### src/rtl/ycr_arb_rr.sv
// ycr_arb_rr: N-way round-robin arbiter with per-grant burst quantum and indexed/one-hot grants.
// Optional hung-target watchdog (wdog_err pulse) is built when YCR_ARB_WDOG_EN is defined.

module ycr_arb_rr_lane #(
    parameter int IDX = 0,
    parameter int GW  = 3
) (
    input  logic [GW-1:0] ptr,
    input  logic          req,
    output logic          hi
);
    // Requester sits at or above the rotating pointer: it wins over any wrapped candidate.
    assign hi = req && (ptr <= GW'(IDX));
endmodule

module ycr_arb_rr #(
    parameter  int N_REQ       = 8,
    parameter  int QUANTUM     = 1,
    parameter  int WDOG_CYCLES = 256,
    localparam int GW          = (N_REQ > 1) ? $clog2(N_REQ) : 1
) (
    input  logic             clk,
    input  logic             rst,
    input  logic [N_REQ-1:0] req,
    input  logic             req_ack,
    input  logic             lack,
    output logic             gnt_vld,
    output logic [GW-1:0]    gnt_id,
    output logic [N_REQ-1:0] gnt_oh
`ifdef YCR_ARB_WDOG_EN
   ,output logic             wdog_err
`endif
);

    localparam int QW = (QUANTUM > 1) ? $clog2(QUANTUM) : 1;

    typedef enum logic [1:0] {
        ARB       = 2'd0,
        WAIT_ACK  = 2'd1,
        WAIT_LACK = 2'd2
    } state_t;

    state_t           state;
    logic [GW-1:0]    ptr;
    logic [QW-1:0]    qcnt;
    logic [N_REQ-1:0] hi;
    logic [GW-1:0]    sel_id;
    logic             sel_vld;
    logic [GW-1:0]    ptr_nxt;
    logic             cont, done, to_lack, abort, wdog_hit;

    for (genvar g = 0; g < N_REQ; g++) begin : g_lane
        ycr_arb_rr_lane #(.IDX(g), .GW(GW)) u_lane (
            .ptr (ptr),
            .req (req[g]),
            .hi  (hi[g])
        );
    end

    // Lowest index at/after ptr wins; otherwise lowest index overall (the wrapped part).
    always_comb begin
        sel_vld = |req;
        sel_id  = '0;
        for (int i = N_REQ - 1; i >= 0; i--) if (req[i]) sel_id = GW'(i);
        for (int i = N_REQ - 1; i >= 0; i--) if (hi[i])  sel_id = GW'(i);
    end

    assign ptr_nxt = (gnt_id == GW'(N_REQ - 1)) ? '0 : gnt_id + 1'b1;
    assign cont    = req[gnt_id] && (32'(qcnt) < 32'(QUANTUM - 1));
    assign done    = ((state == WAIT_ACK) && req_ack && lack) || ((state == WAIT_LACK) && lack);
    assign to_lack = (state == WAIT_ACK) && req_ack && !lack;
    assign abort   = (state == WAIT_ACK) && !req_ack && !req[gnt_id];

`ifdef YCR_ARB_WDOG_EN
    localparam int WW = (WDOG_CYCLES > 1) ? $clog2(WDOG_CYCLES) : 1;
    logic [WW-1:0] wcnt;

    assign wdog_hit = ((state == WAIT_ACK) || (state == WAIT_LACK)) &&
                      (wcnt == WW'(WDOG_CYCLES - 1)) && !done && !to_lack && !abort;
`else
    logic unused_wdog;
    assign unused_wdog = (WDOG_CYCLES > 0);
    assign wdog_hit    = 1'b0;
`endif

    always_ff @(posedge clk or posedge rst) begin
        if (rst) begin
            state   <= ARB;
            ptr     <= '0;
            qcnt    <= '0;
            gnt_vld <= 1'b0;
            gnt_id  <= '0;
            gnt_oh  <= '0;
`ifdef YCR_ARB_WDOG_EN
            wcnt     <= '0;
            wdog_err <= 1'b0;
`endif
        end else begin
`ifdef YCR_ARB_WDOG_EN
            wdog_err <= 1'b0;
`endif
            case (state)
                ARB: begin
`ifdef YCR_ARB_WDOG_EN
                    wcnt <= '0;
`endif
                    if (sel_vld) begin
                        gnt_vld <= 1'b1;
                        gnt_id  <= sel_id;
                        gnt_oh  <= N_REQ'(1) << sel_id;
                        qcnt    <= '0;
                        state   <= WAIT_ACK;
                    end else begin
                        gnt_vld <= 1'b0;
                        gnt_oh  <= '0;
                    end
                end
                WAIT_ACK, WAIT_LACK: begin
`ifdef YCR_ARB_WDOG_EN
                    wcnt <= wcnt + 1'b1;
                    if (done || to_lack || abort || wdog_hit) wcnt <= '0;
                    wdog_err <= wdog_hit;
`endif
                    if (done && cont) begin
                        // Burst continuation: same requester keeps the port.
                        qcnt  <= qcnt + 1'b1;
                        state <= WAIT_ACK;
                    end else if (done || wdog_hit) begin
                        gnt_vld <= 1'b0;
                        gnt_oh  <= '0;
                        ptr     <= ptr_nxt;
                        qcnt    <= '0;
                        state   <= ARB;
                    end else if (to_lack) begin
                        state <= WAIT_LACK;
                    end else if (abort) begin
                        gnt_vld <= 1'b0;
                        gnt_oh  <= '0;
                        state   <= ARB;
                    end
                end
                default: begin
                    gnt_vld <= 1'b0;
                    gnt_oh  <= '0;
                    state   <= ARB;
                end
            endcase
        end
    end

endmodule

### config.mk
export PLATFORM = sky130hd
export DESIGN_NAME = ycr_arb_rr
export DESIGN_NICKNAME = d
export VERILOG_FILES = /design/src/rtl/ycr_arb_rr.sv
export SDC_FILE = /design/constraint.sdc
export NUM_CORES = 1
export LEC_CHECK = 0
export BUFFER_PORTS_ARGS = -buffer_cell sky130_fd_sc_hd__buf_2
export CELL_PAD_IN_SITES_DETAIL_PLACEMENT = 0
export CELL_PAD_IN_SITES_GLOBAL_PLACEMENT = 1
export CORE_UTILIZATION = 41
export DETAILED_ROUTE_END_ITERATION = 10
export HOLD_SLACK_MARGIN = 0.1
export PLACE_DENSITY_LB_ADDON = 0.1
export SLEW_MARGIN = 30
export SYNTH_ARGS = -nofsm -noshare
export SYNTH_HDL_FRONTEND = slang
export SYNTH_SLANG_ARGS = --single-unit
### constraint.sdc
create_clock -name clk -period 2.3 [get_ports clk]
set_clock_uncertainty 0.05 [all_clocks]
set_input_delay 0.23 -clock clk [delete_from_list [all_inputs] [get_ports clk]]
set_output_delay 0.23 -clock clk [all_outputs]
set_load 0.03 [all_outputs]
Word-level counts from Yosys, hierarchy flattened --
Index checks and enable logic that the tools add are counted.
Storage, ports and cells: bits in registers 17, latch bits 0, bits in writable memories 0, ROM bits 0, bits of input ports 12, output and inout bits 12, word-level logic and storage cells 82, memories 0
Cells by class: add/sub/neg operators 1, multiply operators 0, div/mod/pow operators 0, $lt $le $gt $ge 9, eq/ne operators 7, shift operators 1, muxes and demuxes 34, bitwise logic cells 0, reductions and logical operators 25
Operators by type and width (number):
- $mux 3 | 17
- $mux 8 | 4
- $pmux 8 s2 | 1
- $logic_and 1x1->1 | 14
- $le 3x3->1 const B | 4
- $mux 2 | 4
- $reduce_and 2->1 | 4
- $reduce_or 8->1 | 1
- $shl 1x3->8 const A | 1
- $le 3x1->1 const B | 2
- $le 3x2->1 const B | 2
- $ne 3x3->1 const B | 2
- $mux 1 | 5
- $lt 3x4->1 const B | 1
- $ne 4x4->1 const B | 1
- $pmux 2 s2 | 1
- $add 3x1->3 const B | 1
- $bmux 1 s3 | 1
- $eq 3x3->1 const B | 1
- $logic_not 1->1 | 3
- $eq 2x1->1 const B | 1
- $eq 2x2->1 const B | 1
- $logic_not 2->1 | 1
- $ne 2x2->1 const B | 1
- other kinds (3) | 3

Longest topological paths before layout --
Gate-level depths: netlist (run 1).
depth after elaboration 19, mapped depth 8, depth with buffers taken out 7

By module --
Synthesis (run 1) repeated with hierarchy kept, for this count alone.
Unflattened totals: cell total of the unflattened synthesis 123, area, all modules 1194.9 µm²
Modules (own cells, without submodules):
- ycr_arb_rr | instances 1, cells an instance 112, area an instance 1101.1 µm², sequential area each 425.4 µm²
- ycr_arb_rr_lane (g_lane[2].u_lane) | instances 1, cells an instance 2, area an instance 16.3 µm², sequential area each 0.0 µm²
- ycr_arb_rr_lane (g_lane[0].u_lane) | instances 1, cells an instance 1, area an instance 15.0 µm², sequential area each 0.0 µm²
- ycr_arb_rr_lane (g_lane[3].u_lane) | instances 1, cells an instance 1, area an instance 13.8 µm², sequential area each 0.0 µm²
- ycr_arb_rr_lane (g_lane[1].u_lane) | instances 1, cells an instance 1, area an instance 12.5 µm², sequential area each 0.0 µm²
- ycr_arb_rr_lane (g_lane[4].u_lane) | instances 1, cells an instance 2, area an instance 11.3 µm², sequential area each 0.0 µm²
- ycr_arb_rr_lane (g_lane[5].u_lane) | instances 1, cells an instance 1, area an instance 11.3 µm², sequential area each 0.0 µm²
- ycr_arb_rr_lane (g_lane[6].u_lane) | instances 1, cells an instance 2, area an instance 10.0 µm², sequential area each 0.0 µm²
- ycr_arb_rr_lane (g_lane[7].u_lane) | instances 1, cells an instance 1, area an instance 3.8 µm², sequential area each 0.0 µm²

Worst setup path before layout (run 1) --
No wires, ideal clock.
kind flip-flop to flip-flop, start register gnt_id[1], end register gnt_oh[0], setup time 0.122 ns, arrival time 2.062 ns, data required time 2.128 ns, path slack 0.066 ns, cell stages (with the launch flop) 7, path buffers 1, clock period less this slack 2.234 ns, cell sequence dfrtp_1 -> buf_4 -> mux2i_1 -> mux4_2 -> a311oi_4 -> nor3b_2 -> a32o_1
On the way: cells in the longest elaborated chain, start to end 6
RTL lines:
- from (decl) | RTL line 28 | output logic [GW-1:0] gnt_id,
- from (signal assigned) | RTL line 109 | gnt_id <= sel_id;
- $bmux 1 s3 | RTL line 72 | assign abort = (state == WAIT_ACK) && !req_ack && !req[gnt_id];
- $mux 1 (not written as such) | RTL line 72
- $logic_not 1->1 | RTL line 72
- $logic_and 1x1->1 | RTL line 72
- $ne 3x3->1 (no line)
- $reduce_and 2->1 (no line)
- to (signal assigned) | RTL line 110 | gnt_oh <= N_REQ'(1) << sel_id;
- to (decl) | RTL line 29 | output logic [N_REQ-1:0] gnt_oh
No other way between the ends. The select of a mux whose other input is x is not followed. A chain may end at the register's enable or synchronous reset.

Final worst setup path (run 1) --
start register gnt_id[1], end register gnt_oh[4]
Same word-level chain as after synthesis.

==> run_results.csv, run 1 <==
group,metric,value,unit
hold_path,holdPathStages,3,
sta,hold_viol,0,
placement,dpl_cell_area,1394,µm²
floorplan,core_area,2758,µm²
clock_network,clock_sinks,17,
routing,detail_route.wirelength,2.817,mm
clock_network,numCtsBuffers,3,
logic_synthesis,avgSynthCellArea,9.704,µm²
routing,drc,0,
global_route,grt_max_degree,18,
hold_path,hp-class,"in2reg",
final_layout,num-fill-cells,280,
floorplan,start_util,43.28,%
clock_network,clock_latency,300,ps
final_layout,finalInstanceArea,1439,µm²
global_route,grt_pass1_wl,4.698,mm
logic_synthesis,synthXorXnorAreaFrac,0,%
global_route,grt_overflow_total,0,
pwr,power_density,1330,nW/µm²
setup_path,crit_type,"reg2reg",
floorplan,die_w,55.96,µm
setup_path,worstRegToRegCells,6,
floorplan,die-height,55.96,µm
final_layout,drive_gt1_share,30.57,%
sta,fmax,471.0,MHz
logic_synthesis,syn_area,1194,µm²
logic_synthesis,yosys_warnings,0,
global_route,grt_pass1_vias,982,
sta,drv_slew,0,
setup_path,r2r_end,"gnt_oh[4]",
setup_path,critPathMaxFanout,8,
sta,setup_ws,176.7,ps
floorplan,pin_count,24,
sta,whs,265.5,ps
clock_network,ctsLongestPathBuffers,2,
placement,dpl.hpwl,2.193,mm
placement,preCtsSetupSlack,75.18,ps
routing,routed_via_density,5.691,
global_route,grt_use_total,19.40,%
sta,layout_min_cycle_time,2123,ps
pwr,peakVddDrop,0.8541,mV
logic_synthesis,synth_compound_area_share,26.83,%
setup_path,reg2reg_from,"gnt_id[1]",
setup_path,cp_data_required_time,2450,ps
logic_synthesis,synth-adder-area-share,6.289,%
sta,tightest_slew,694.0,ps
logic_synthesis,muxShareOfSynthArea,7.966,%
sta,finalSetupTns,0,ps
logic_synthesis,synth_cell_types,43,
sta,rsz0062_at_grt,"false",
routing,antenna_left,0,
sta,setup_viol,0,
global_route,antenna_found_initial,0,
setup_path,startpoint_type,"register",
floorplan,placementRows,19,
routing,dr.first_iter.drc_count,46,
logic_synthesis,synthArstFlopShare,100.0,%
routing,route.vias.total,1070,
pwr,p_leak,0.0006953,µW
setup_path,arrival,2270,ps
setup_path,crit_start,"gnt_id[1]",
logic_synthesis,ys_seq_area_share,35.64,%
logic_synthesis,synth_simple_gate_area_share,18.03,%
logic_synthesis,ys_seq_elements,17,
placement,place.gp.congestion,0.7479,
logic_synthesis,syn_nets,141,
floorplan,die-area,3131,µm²
setup_path,endpoint_kind,"register",
clock_network,root_buffer,"clkbuf_4",
logic_synthesis,synth_top_family_by_area,"compound AO/OA/AOI/OAI gates",
final_layout,nNetsFinal,176,
routing,first_pass_iters,4,
hold_path,min_from,"lack",
logic_synthesis,netlist_instances,123,
sta,period_share,92.32,%
flow_run,maxCapViolCount,0,
clock_network,cts_tree,"yes",
logic_synthesis,synth_edf_count,0,
outcome,outcome,"finished clean",
routing,wl_per_cell,14.98,µm
final_layout,antennaDiodeCount,0,
final_layout,synthToLayoutAreaGrowth,20.55,%
hold_path,hold_path_end,"ptr[0]",
logic_synthesis,synthFlopType,"dfrtp_1",
clock_network,clk_pin_slew,110,ps
setup_path,reg2reg_slack,180,ps
clock_network,htree_levels,1,
final_layout,utilization,52.18,%
sta,max-slew-margin-rel,53.68,%
placement,port_buffers,23,
[state kept, by name, indices dropped and copies added (netlist names)]
| signal | flops |
|---|---|
| ptr | 3 |
| gnt_id | 3 |
| gnt_oh | 8 |
| state | 2 |
| gnt_vld | 1 |
[critical path: stages (launching register included)]
cell and delay, ps:
dfrtp_1 500, mux2i_1 160, mux4_2 510, a311oi_4 250, buf_4 210, nor3_2 80, a32o_1 280
[power breakdown]
part	total, µW	internal [µW]	switching (µW)
logic	1220	519	702
clock network	168	64.7	103
registers	524	413	111
[area by class of cell]
class                           count  area [µm²]  area share (%)
Clock inverter                      1       5.005          0.3478
Multi-Input combinational cell     92       705.7           49.04
Inverter                            9       33.78           2.348
Sequential cell                    17       425.4           29.57
Timing Repair Buffer               35       207.7           14.43
Tap cell                           31       38.79           2.696
Clock buffer                        3       22.52           1.565
[placed cells by master, fill, tap and decap left out, types with 3 or more instances in the layout]
cell / instances
ha_1: 6
clkbuf_4: 3
nor2b_1: 6
inv_1: 9
a21oi_1: 4
buf_4: 11
mux2i_1: 5
o21ai_0: 5
nor2_1: 7
buf_2: 23
a32o_1: 7
dfrtp_1: 17
nand3_1: 4
o31ai_1: 3
nand2_1: 11
[Yosys cell counts (all sizes together) (2+ instances only)]
cell / count / area share [%]
a21bo: 2 / 1.7
a21o: 2 / 1.3
a21oi: 4 / 1.7
a32o: 7 / 5.9
buf: 4 / 2.1
dfrtp: 17 / 36
ha: 6 / 6.3
inv: 9 / 2.8
mux2: 2 / 1.9
mux2i: 5 / 4.2
nand2: 11 / 3.5
nand2b: 2 / 1.0
nand3: 4 / 1.7
nand3b: 2 / 1.3
nor2: 7 / 2.2
nor2b: 6 / 3.1
nor3: 2 / 1.3
nor4: 2 / 1.0
o21ai: 5 / 2.1
o311ai: 2 / 2.1
o31ai: 3 / 1.9
[cells by family after synthesis]
kind of cell / after synthesis
adder cells (fa/ha/maj): 6
AO/OA/AOI/OAI: 38
buffers and inverters: 14
flip-flops: 17
AND/OR/NAND/NOR: 40
multiplexers: 8
[per-layer routing]
layer | routed length [µm] | part of all wire (%) | GRT usage, % | vias to the layer above
met5 | 0 | 0 | 0 | -
met4 | 48 | 1.7 | 9.059 | 0
met3 | 94 | 3.3 | 2.791 | 6
met2 | 1277 | 45 | 29.60 | 23
met1 | 1395 | 50 | 27.23 | 505
li1 | - | - | - | 536
[through the flow]
| stage | total power [µW] | cells |
|---|---|---|
| after CTS | 1893 | 187 |
| after global placement | 1699 | 182 |
| final | 1913 | 188 |
| after global routing | 2047 | 188 |
| after detailed placement | 1720 | 182 |
| after floorplan | 1373 | 123 |
[worst max-delay path by stage]
stage           endpoint  slack, ps  cells after the start
6_report       gnt_oh[4]        180                      6
5_1_grt        gnt_oh[3]        110                      6
4_1_cts        gnt_oh[4]         60                      5
3_5_place_dp   gnt_oh[2]         80                      5
3_3_place_gp   gnt_oh[4]        130                      5
2_1_floorplan  gnt_oh[0]         70                      6
[what timing repair did]
| item | CTS | global route |
|---|---|---|
| buffers inserted | 0 | 1 |
| hold buffers | 1 | 0 |
| resized for setup | 0 | 0 |
| setup endpoints to repair | 0 | 7 |
| hold endpoints to repair | 17 | 0 |
Power figures use the tool's default switching activity.
==> run 2, diff against run 1 <==
SETUP_SLACK_MARGIN = 0.4   (was not set)
==> run_results.csv, run 2 (same netlist as run 1, synthesis figures left out) <==
group,metric,value,unit
global_route,grt_use_total,20.13,%
floorplan,core_area,2758,µm²
placement,dpl_cell_area,1390,µm²
global_route,grt_overflow_total,0,
clock_network,root_buffer,"clkbuf_4",
setup_path,startpoint_type,"register",
floorplan,die-area,3131,µm²
pwr,power_density,1350,nW/µm²
floorplan,die-height,55.96,µm
sta,layout_min_cycle_time,2013,ps
outcome,outcome,"finished clean",
placement,place.gp.congestion,0.7647,
setup_path,crit_type,"reg2reg",
routing,wl_per_cell,15.10,µm
final_layout,num-fill-cells,277,
sta,setup_viol,0,
clock_network,htree_levels,1,
global_route,grt_pass1_vias,1047,
routing,routed_via_density,5.772,
floorplan,start_util,43.28,%
final_layout,largestRegisters,"gnt_oh x8, gnt_id x3, ptr x3",
routing,antenna_left,0,
final_layout,regMostFlops,"gnt_oh",
final_layout,finalInstanceArea,1494,µm²
pwr,peakVddDrop,0.9018,mV
final_layout,nNetsFinal,177,
final_layout,final_cell_mix,"buf_2 (23), dfrtp_1 (15), nand2_1 (11), buf_4 (11), inv_1 (8)",
pwr,p_int,1064,µW
pwr,p_switching,952.9,µW
floorplan,pin_count,24,
final_layout,utilization,54.17,%
clock_network,clk_pin_slew,120,ps
pwr,clkPwrFrac,8.5,%
sta,hold_viol,0,
clock_network,numCtsBuffers,3,
setup_path,endpoint_kind,"register",
sta,fmax,496.9,MHz
sta,drv_slew,0,
floorplan,die_w,55.96,µm
sta,rsz0062_at_grt,"true",
floorplan,placementRows,19,
global_route,grt_pass1_wl,4.947,mm
pwr,seqPwrFrac,26.7,%
placement,port_buffers,23,
clock_network,ctsLongestPathBuffers,2,
sta,tightest_slew,641.1,ps
final_layout,synthToLayoutAreaGrowth,25.16,%
routing,route.vias.total,1091,
placement,dp_cells,181,
flow_run,maxCapViolCount,0,
global_route,grt_max_degree,18,
global_route,antenna_found_initial,0,
setup_path,cp_data_required_time,2460,ps
pwr,fin_total_pwr,2017,µW
routing,first_pass_iters,5,
sta,period_share,87.51,%
final_layout,stdcell_count,189,
routing,dr.first_iter.drc_count,26,
routing,detail_route.wirelength,2.853,mm
final_layout,antennaDiodeCount,0,
setup_path,arrival,2170,ps
final_layout,drive_gt1_share,34.81,%
final_layout,largest_reg_flops,8,
pwr,combPwrFrac,64.8,%
routing,drc,0,
placement,dpl.hpwl,2.222,mm
clock_network,clock_latency,300,ps
setup_path,critPathMaxFanout,7,
sta,finalSetupTns,0,ps
pwr,swShare,47.25,%
clock_network,cts_tree,"yes",
clock_network,clock_sinks,17,
sta,max-slew-margin-rel,57.21,%
final_layout,mostFrequentLayoutCell,"buf_2",
pwr,p_leak,0.0007041,µW
hold_path,hp-class,"in2reg",
## run 2: worst paths after layout
check,start,end,slack (ps),depth (start not counted)
min reg2reg,gnt_oh[1],gnt_oh[1],440,2
max in group asynchronous,rst,gnt_id[1],1250,3
max,gnt_id[1],gnt_oh[3],290,6
max reg2reg,gnt_id[1],gnt_oh[3],290,6
min in group asynchronous,rst,gnt_oh[5],490,3
min,lack,ptr[0],270,3
## run 2: cell type report
class                   instances  area [µm²]  share of cell area (%)
repair buffers                 36       219.0                   14.66
clock inverters                 1       7.507                  0.5025
flip-flops and latches         17       427.9                   28.64
inverters                       9       33.78                   2.261
well taps                      31       38.79                   2.596
multi-input cells              92       744.5                   49.83
clock buffers                   3       22.52                   1.508
## run 2: routing by layer
metal  vias to the layer above  global-route usage [%]  wire [µm]
li1                        532                       -          -
met1                       518                   27.34       1359
met4                         0                   5.226         68
met5                         -                       0          0
met2                        33                   32.19       1310
met3                         8                   5.116        114
## run 2: metrics by stage
stage                     setup slack [ps]  hold WS [ps]
final                                287.3         273.3
after global routing                 236.6         308.4
after CTS                            269.4         270.5
after detailed placement             188.6         302.9
after global placement               250.0         293.0
after floorplan                      188.6         106.0
## run 2: critical path: stages, from the launching register on
cell	delay, ps
dfrtp_2	470
mux2i_1	140
mux4_2	500
a311oi_4	280
buf_6	180
nor3b_4	50
a32o_1	250
## run 2: power by group through the flow
stage          Sequential (µW)  Combinational [µW]  Clock (µW)
5_1_grt                    557                1420         193
3_3_place_gp               530                1160           0
4_1_cts                    533                1230         177
3_5_place_dp               541                1180           0
2_1_floorplan              640                 745           0
6_report                   538                1310         172
## run 2: repair_timing
action,4_1_cts,5_1_grt
endpoints found under the setup margin,11,11
resized for setup,2,7
pin swaps,7,3
hold buffers,1,0
setup buffers,2,1
endpoints found under the hold margin,17,0
==> run 3, diff against run 2 <==
CORE_UTILIZATION = 44   (was 41)
clock period = 2.4 ns   (was 2.3 ns; I/O delays follow)
==> run_results.csv, run 3 (same netlist as run 1, synthesis figures left out) <==
group,metric,value,unit
final_layout,synthToLayoutAreaGrowth,22.54,%
setup_path,endpoint_kind,"register",
setup_path,arrival,2180,ps
floorplan,die_w,54.09,µm
global_route,grt_use_total,23.84,%
placement,dpl_cell_area,1374,µm²
sta,setup_ws,357.2,ps
floorplan,placementRows,18,
pwr,p_switching,902.9,µW
setup_path,worstRegToRegCells,6,
final_layout,finalInstanceArea,1463,µm²
sta,rsz0062_at_grt,"true",
final_layout,largestRegisters,"gnt_oh x8, gnt_id x3, ptr x3",
setup_path,crit_path_top_delay_cell,"mux4_2",
setup_path,cpLargestDelayFamily,"multiplexers",
floorplan,start_util,47.32,%
routing,detail_route.wirelength,2.929,mm
clock_network,root_buffer,"clkbuf_4",
global_route,antenna_found_initial,0,
placement,preCtsSetupSlack,272.9,ps
sta,period_share,85.12,%
sta,tightest_slew,696.0,ps
setup_path,crit_type,"reg2reg",
floorplan,core_area,2522,µm²
routing,route.vias.total,1082,
final_layout,regMostFlops,"gnt_oh",
floorplan,pin_count,24,
pwr,clkPwrFrac,8.4,%
sta,layout_min_cycle_time,2043,ps
placement,place.gp.congestion,0.7811,
routing,wl_per_cell,15.83,µm
clock_network,clk_pin_slew,100,ps
final_layout,largest_reg_flops,8,
routing,first_pass_iters,4,
final_layout,mostFrequentLayoutCell,"buf_2",
routing,antenna_left,0,
pwr,combPwrFrac,64.6,%
outcome,outcome,"finished clean",
clock_network,clock_latency,290,ps
clock_network,ctsLongestPathBuffers,2,
setup_path,cp_data_required_time,2540,ps
hold_path,hp-class,"in2reg",
final_layout,final_cell_mix,"buf_2 (23), dfrtp_1 (16), nand2_1 (11), inv_1 (9), buf_4 (8)",
clock_network,clock_sinks,17,
final_layout,antennaDiodeCount,0,
sta,setup_viol,0,
pwr,p_leak,0.0006896,µW
final_layout,num-fill-cells,245,
setup_path,worst-path-stages,6,
floorplan,die-height,54.09,µm
setup_path,crit_buf_inv,1,
setup_path,critPathMaxFanout,7,
setup_path,startpoint_type,"register",
sta,fmax,489.5,MHz
final_layout,nNetsFinal,174,
pwr,seqPwrFrac,27.0,%
pwr,swShare,48.07,%
final_layout,drive_gt1_share,33.55,%
sta,whs,274.1,ps
pwr,peakVddDrop,0.7857,mV
placement,dpl.hpwl,2.198,mm
routing,dr.first_iter.drc_count,12,
sta,finalSetupTns,0,ps
sta,drv_slew,0,
setup_path,worst_path_largest_cell_delay,490,ps
flow_run,maxCapViolCount,0,
sta,max-slew-margin-rel,53.55,%
routing,drc,0,
floorplan,die-area,2925,µm²
setup_path,crit_path_cell_trace,"mux2i_1, mux4_2, a311oi_4, buf_6, nor3_2, a32o_1",
clock_network,cts_tree,"yes",
placement,port_buffers,23,
clock_network,htree_levels,1,
global_route,grt_pass1_wl,4.940,mm
pwr,power_density,1284,nW/µm²
pwr,p_int,975.4,µW
hold_path,holdPathStages,3,
global_route,grt_pass1_vias,1068,
clock_network,numCtsBuffers,3,
sta,hold_viol,0,
global_route,grt_max_degree,18,
routing,routed_via_density,5.849,
global_route,grt_overflow_total,0,
-- run 3: final timing paths --
kind / startpoint / to / slack, ps
max: gnt_id[1] / gnt_oh[6] / 360
min: lack / ptr[0] / 270
max reg2reg: gnt_id[1] / gnt_oh[6] / 360
min reg2reg: gnt_vld / gnt_vld / 430
max in group asynchronous: rst / gnt_id[1] / 1270
min in group asynchronous: rst / gnt_oh[1] / 550
-- run 3: power groups by stage --
| stage | clock network [µW] | registers (µW) | logic (µW) |
|---|---|---|---|
| 2_1_floorplan | 0 | 614 | 714 |
| 3_3_place_gp | 0 | 508 | 1090 |
| 3_5_place_dp | 0 | 518 | 1110 |
| 4_1_cts | 163 | 508 | 1190 |
| 5_1_grt | 175 | 528 | 1340 |
| 6_report | 158 | 507 | 1210 |
-- run 3: what timing repair did --
action / in CTS / in global routing
endpoints found under the setup margin: 11 / 12
resized for setup: 4 / 3
pin swaps: 4 / 1
hold buffers: 1 / 0
endpoints found under the hold margin: 17 / 0
buffers inserted: 2 / 0
-- run 3: per-stage QoR --
step	utilization (%)	instances	total power, µW
after detailed placement	54.46	178	1626
after global placement	54.46	178	1597
after global routing	57.99	185	2043
final	57.99	185	1878
after CTS	57.29	185	1865
after floorplan	-	123	1328
-- run 3: cell type report --
type                            count  area [µm²]  share of cell area [%]
Sequential cell                    17       426.7                   29.17
Clock inverter                      1       5.005                  0.3422
Clock buffer                        3       22.52                   1.540
Timing Repair Buffer               33       196.4                   13.43
Inverter                            9       33.78                   2.310
Multi-Input combinational cell     92       740.7                   50.64
Tap cell                           30       37.54                   2.566
-- run 3: metal layers --
metal / GRT usage, % / routed length, µm / vias up
li1: - / - / 533
met1: 30.64 / 1440 / 520
met2: 40.74 / 1356 / 27
met3: 4.237 / 119 / 2
met4: 6.410 / 13 / 0
met5: 0 / 0 / -
-- run 3: worst reg2reg max path, stage by stage (launching register included) --
cell	delay, ps
dfrtp_2	480
mux2i_1	150
mux4_2	490
a311oi_4	280
buf_6	170
nor3_2	60
a32o_1	260
